### src/rtl/wb_exc_ctrl.sv
// wb_exc_ctrl: writeback exception/ERET commit, pipeline flush, response drain and redirect
// Ports: clk/resetn (async, active low); ws_* WB instruction info and exception flags;
// has_int/c0_epc from CP0; mem_req_fire/mem_resp_fire track outstanding data requests;
// wb_ex/wb_excode/wb_bd/wb_pc/wb_badvaddr/eret_flush commit to CP0; pipe_flush kills
// older stages; resp_discard drops stale responses; redirect_valid/redirect_pc/redirect_ready
// hand the new fetch PC to the front end.
module wb_exc_ctrl #(
  parameter logic [31:0] EX_VECTOR = 32'hBFC00380,
  parameter int          OUTS_W    = 3
) (
  input  logic        clk,
  input  logic        resetn,
  input  logic        ws_valid,
  input  logic [31:0] ws_pc,
  input  logic        ws_bd,
  input  logic        ws_ex_adel_if,
  input  logic        ws_ex_ri,
  input  logic        ws_ex_ov,
  input  logic        ws_ex_sys,
  input  logic        ws_ex_bp,
  input  logic        ws_ex_adel_ld,
  input  logic        ws_ex_ades,
  input  logic [31:0] ws_data_addr,
  input  logic        ws_eret,
  input  logic        has_int,
  input  logic [31:0] c0_epc,
  input  logic        mem_req_fire,
  input  logic        mem_resp_fire,
  input  logic        redirect_ready,
  output logic        wb_ex,
  output logic [4:0]  wb_excode,
  output logic        wb_bd,
  output logic [31:0] wb_pc,
  output logic [31:0] wb_badvaddr,
  output logic        eret_flush,
  output logic        pipe_flush,
  output logic        resp_discard,
  output logic        redirect_valid,
  output logic [31:0] redirect_pc
);
  typedef enum logic [1:0] {IDLE, DRAIN, REDIR} state_t;
  state_t state, state_nxt;
  logic [OUTS_W-1:0] cnt, cnt_nxt;
  logic [31:0] target;
  logic any_ex, trig, data_ex;
  logic [4:0] code;
  always_comb begin
    cnt_nxt = cnt;
    if (mem_req_fire && !mem_resp_fire && cnt != '1) cnt_nxt = cnt + 1'b1;
    else if (!mem_req_fire && mem_resp_fire && cnt != '0) cnt_nxt = cnt - 1'b1;
  end
  assign any_ex = has_int | ws_ex_adel_if | ws_ex_ri | ws_ex_ov | ws_ex_sys | ws_ex_bp |
                  ws_ex_adel_ld | ws_ex_ades;
  // gated by resetn so every output is 0 while reset is held
  assign trig = resetn & (state == IDLE) & ws_valid & (any_ex | ws_eret);
  assign code = has_int       ? 5'h00 :
                ws_ex_adel_if ? 5'h04 :
                ws_ex_ri      ? 5'h0a :
                ws_ex_ov      ? 5'h0c :
                ws_ex_sys     ? 5'h08 :
                ws_ex_bp      ? 5'h09 :
                ws_ex_adel_ld ? 5'h04 :
                ws_ex_ades    ? 5'h05 : 5'h00;
  // data address faults win only when nothing of higher priority is present
  assign data_ex = ~has_int & ~ws_ex_adel_if & ~ws_ex_ri & ~ws_ex_ov & ~ws_ex_sys & ~ws_ex_bp &
                   (ws_ex_adel_ld | ws_ex_ades);
  assign wb_ex = trig & any_ex;
  assign wb_excode = wb_ex ? code : 5'h00;
  assign wb_bd = wb_ex & ws_bd;
  assign wb_pc = wb_ex ? ws_pc : 32'h0;
  assign wb_badvaddr = (wb_ex && !has_int && ws_ex_adel_if) ? ws_pc :
                       (wb_ex && data_ex) ? ws_data_addr : 32'h0;
  assign eret_flush = trig & ~any_ex;
  assign pipe_flush = trig | (state != IDLE);
  assign resp_discard = (state == DRAIN) & mem_resp_fire;
  assign redirect_valid = state == REDIR;
  assign redirect_pc = redirect_valid ? target : 32'h0;
  always_comb begin
    state_nxt = state;
    case (state)
      IDLE:    state_nxt = trig ? ((cnt_nxt != '0) ? DRAIN : REDIR) : IDLE;
      DRAIN:   state_nxt = (cnt_nxt == '0) ? REDIR : DRAIN;
      default: state_nxt = redirect_ready ? IDLE : REDIR;
    endcase
  end
  always_ff @(posedge clk or negedge resetn) begin
    if (!resetn) begin
      state  <= IDLE;
      cnt    <= '0;
      target <= 32'h0;
    end else begin
      state <= state_nxt;
      cnt   <= cnt_nxt;
      if (trig) target <= any_ex ? EX_VECTOR : c0_epc;
    end
  end
endmodule

### config.mk
export PLATFORM = sky130hd
export DESIGN_NAME = wb_exc_ctrl
export DESIGN_NICKNAME = d
export VERILOG_FILES = /design/src/rtl/wb_exc_ctrl.sv
export SDC_FILE = /design/constraint.sdc
export NUM_CORES = 1
export LEC_CHECK = 0
export CELL_PAD_IN_SITES_DETAIL_PLACEMENT = 0
export CELL_PAD_IN_SITES_GLOBAL_PLACEMENT = 1
export CORE_ASPECT_RATIO = 1.1
export CORE_MARGIN = 5
export CORE_UTILIZATION = 23
export DETAILED_ROUTE_END_ITERATION = 8
export PLACE_DENSITY_LB_ADDON = 0.15
export SKIP_LAST_GASP = 1
export SYNTH_ARGS = -nofsm -noshare
export SYNTH_HDL_FRONTEND = slang
export SYNTH_SLANG_ARGS = --single-unit
### constraint.sdc
create_clock -name clk -period 5 [get_ports clk]
set_input_delay 1.5 -clock clk [delete_from_list [all_inputs] [get_ports clk]]
set_output_delay 1.5 -clock clk [all_outputs]
set_load 0.03 [all_outputs]
==> reports/metrics.yaml <==
status: "complete, no violations"
vdd_drop_max_mv: 0.1456
drv_slew: 0
path_clk_slew_ns: 0.06
htreeDepth: 2
setup_slack_ns: 0.2406
area_growth_pct: 94.85
drive_above_1_share_pct: 21.86
fin_total_pwr_mw: 1.204
worstPathArrival_ns: 3.26
rsz0062_at_grt: "no"
cts_tree: "built"
yosysWarnings: 0
crit_chain: "clkdlybuf4s50_1 > nor4_4 > nand2_1 > nor2_2 > buf_4 > a22o_1 > buf_4"
finalWorstPathRequiredPeriod_ns: 4.759
final_cell_area_sq_um: 4735
place_congestion: 0.7721
drt_pass1_iterations: 4
syn_inst: 250
cpMaxStageDelayCell: "clkdlybuf4s50_1"
num_io_pins: 219
worstMarginPinSlew_ns: 0.5277
grt_pass1_vias: 2977
dp_slack_ns: 0.2264
port_buffers: 217
hold_buffers: 0
rows: 39
avgSynthCellArea_sq_um: 9.719
cts_buffer_depth: 2
track_usage_pct: 15.48
clock_latency_ns: 0.27
fp.dieW_microns: 108
start_util_pct: 23.49
crit_path_max_incr_delay_ns: 0.55
fill_cells: 1010
async_flop_share_pct: 100.0
synth_most_common_cell: "a22o_1"
synth_top_area_share_pct: 38.11
ys_ff_latch: 37
slew_headroom_pct: 64.82
end_kind: "output pin"
die_y_microns: 117.8
setup_tns_ns: 0
hold_viol: 0
drc: 0
cp.required_ns: 3.50
synth.distinct_cells: 37
max_freq_mhz: 210.1
drt_iter0_drc: 72
layout.nets: 577
routed_wl_microns: 10280
avgViaCountPerCell: 4.634
cp-start-kind: "input pin"
setup_viol: 0
path_buf_inv: 3
cpLargestDelayFamily: "buffers and inverters"
overflow: 0
placed_area_sq_um: 4579
grt_first_pass_wirelength_microns: 15970
p_leak_nw: 2.175
coreArea_sq_um: 10340
p_per_area_nw_per_um2: 254.2
ys_top_cells_by_area: "dfrtp_1 (38%), a22o_1 (19%), and3_1 (9.3%), and2_1 (8.5%), o22a_1 (4.3%)"
dp_hpwl_microns: 8394
drtAntennaViolNets: 0
dieArea_sq_um: 12720
worst-setup-path-type: "input pin to output pin"
post_cts_buffers: 0
netlist_area_sq_um: 2430
hold_class: "register to register"
synth_top_cell_by_area: "dfrtp_1"
maxCapViolCount: 0
cts-root-buf: "clkbuf_16"
synth_enable_flop_cells: 0
synthFlopType: "dfrtp_1"
cts_buffers: 5
grt_max_degree: 38
yosysSeqAreaShare_pct: 38.11
synthTopCellsByCount: "a22o_1 (52), dfrtp_1 (37), and3_1 (36)"
crit_fanout: 22
syn-num-nets: 366
path_common_cell: "buf_4"
cts_num_sinks: 37
postCtsResizedCells: 0
avgRoutedWirePerCell_microns: 16.96
num_vias: 2808
antenna_found_initial: 1
period_share_pct: 95.19
skew_ns: 0.004137
## worst register-to-register path: cells and delay by family, from the launching register on
family,cells,cell delay (ns)
compound gates,3,0.69
flops,1,0.42
fa+ha+maj,2,0.41
simple gates,2,0.39
## worst paths after layout
| check | from | end | slack [ns] | depth (start not counted) |
|---|---|---|---|---|
| min in group asynchronous | resetn | target[12] | 1.33 | 2 |
| min reg2reg | target[30] | target[30] | 0.50 | 1 |
| max in group asynchronous | resetn | state[1] | 3.33 | 2 |
| min | target[30] | target[30] | 0.50 | 1 |
| max reg2reg | cnt[1] | state[1] | 3.02 | 7 |
| max | has_int | wb_badvaddr[10] | 0.24 | 7 |
## registers in the layout (all words and copies together) (netlist names)
signal	flops
cnt	3
target	32
state	2
## final cells by class
cell class / count / area, sq um / area share [%]
Clock buffer: 6 / 138.9 / 2.933
Clock inverter: 2 / 13.76 / 0.2907
Antenna cell: 1 / 2.502 / 0.05285
Tap cell: 143 / 178.9 / 3.779
Timing Repair Buffer: 228 / 2095 / 44.24
Sequential cell: 37 / 925.9 / 19.56
Inverter: 7 / 26.28 / 0.5550
Multi-Input combinational cell: 182 / 1354 / 28.59
## cells by family (layout without fill, tap and decap cells)
| family | count (synthesis) | after routing | synth area share [%] |
|---|---|---|---|
| simple gates | 97 | 97 | 25.59 |
| compound gates | 79 | 79 | 27.29 |
| flops | 37 | 37 | 38.11 |
| buf+inv | 31 | 243 | 6.436 |
| fa+ha+maj | 4 | 4 | 2.060 |
| other cells | 1 | 2 | 0.1543 |
| xor+xnor | 1 | 1 | 0.3605 |
## metrics by stage
step,instances,hold slack (ns),utilization [%]
after global placement,597,0.4813,44.27
after detailed placement,597,0.4832,44.27
after floorplan,250,0.4643,-
after CTS,605,0.4996,45.74
final,606,0.4964,45.77
after global routing,606,0.5060,45.77
## placed cells by master (no fill, tap or decap), drive strengths merged
| master | synthesis | routed |
|---|---|---|
| buf | 15 | 84 |
| nand2b | 1 | 1 |
| o21ai | 3 | 3 |
| o21a | 1 | 1 |
| and3 | 36 | 36 |
| a31oi | 1 | 1 |
| nor2 | 10 | 10 |
| nor3 | 1 | 1 |
| ha | 4 | 4 |
| o41ai | 1 | 1 |
| nor3b | 4 | 4 |
| clkinv | 0 | 2 |
| a21oi | 6 | 6 |
| o22a | 12 | 12 |
| or2 | 1 | 1 |
| diode | 0 | 1 |
| o311a | 1 | 1 |
| a2111oi | 1 | 1 |
| nand3 | 2 | 2 |
| nor4b | 1 | 1 |
| dfrtp | 37 | 37 |
| and2 | 33 | 33 |
| inv | 7 | 7 |
| nand2 | 5 | 5 |
| clkdlybuf4s50 | 0 | 144 |
| nor4 | 2 | 2 |
| a311oi | 1 | 1 |
| conb | 1 | 1 |
| nor4bb | 1 | 1 |
| clkbuf | 9 | 6 |
| a22o | 52 | 52 |
| xnor2 | 1 | 1 |
## power breakdown
group / switching (mW) / internal [mW]
registers: 0.0198 / 0.319
logic: 0.295 / 0.258
clock network: 0.113 / 0.198
## per-layer routing
layer / global-route usage (%) / part of all wire (%)
met1: 17.40 / 39
met2: 28.46 / 52
met3: 4.443 / 7.7
met4: 3.473 / 1.2
met5: 0 / 0
(Power assumes the default switching activity.)
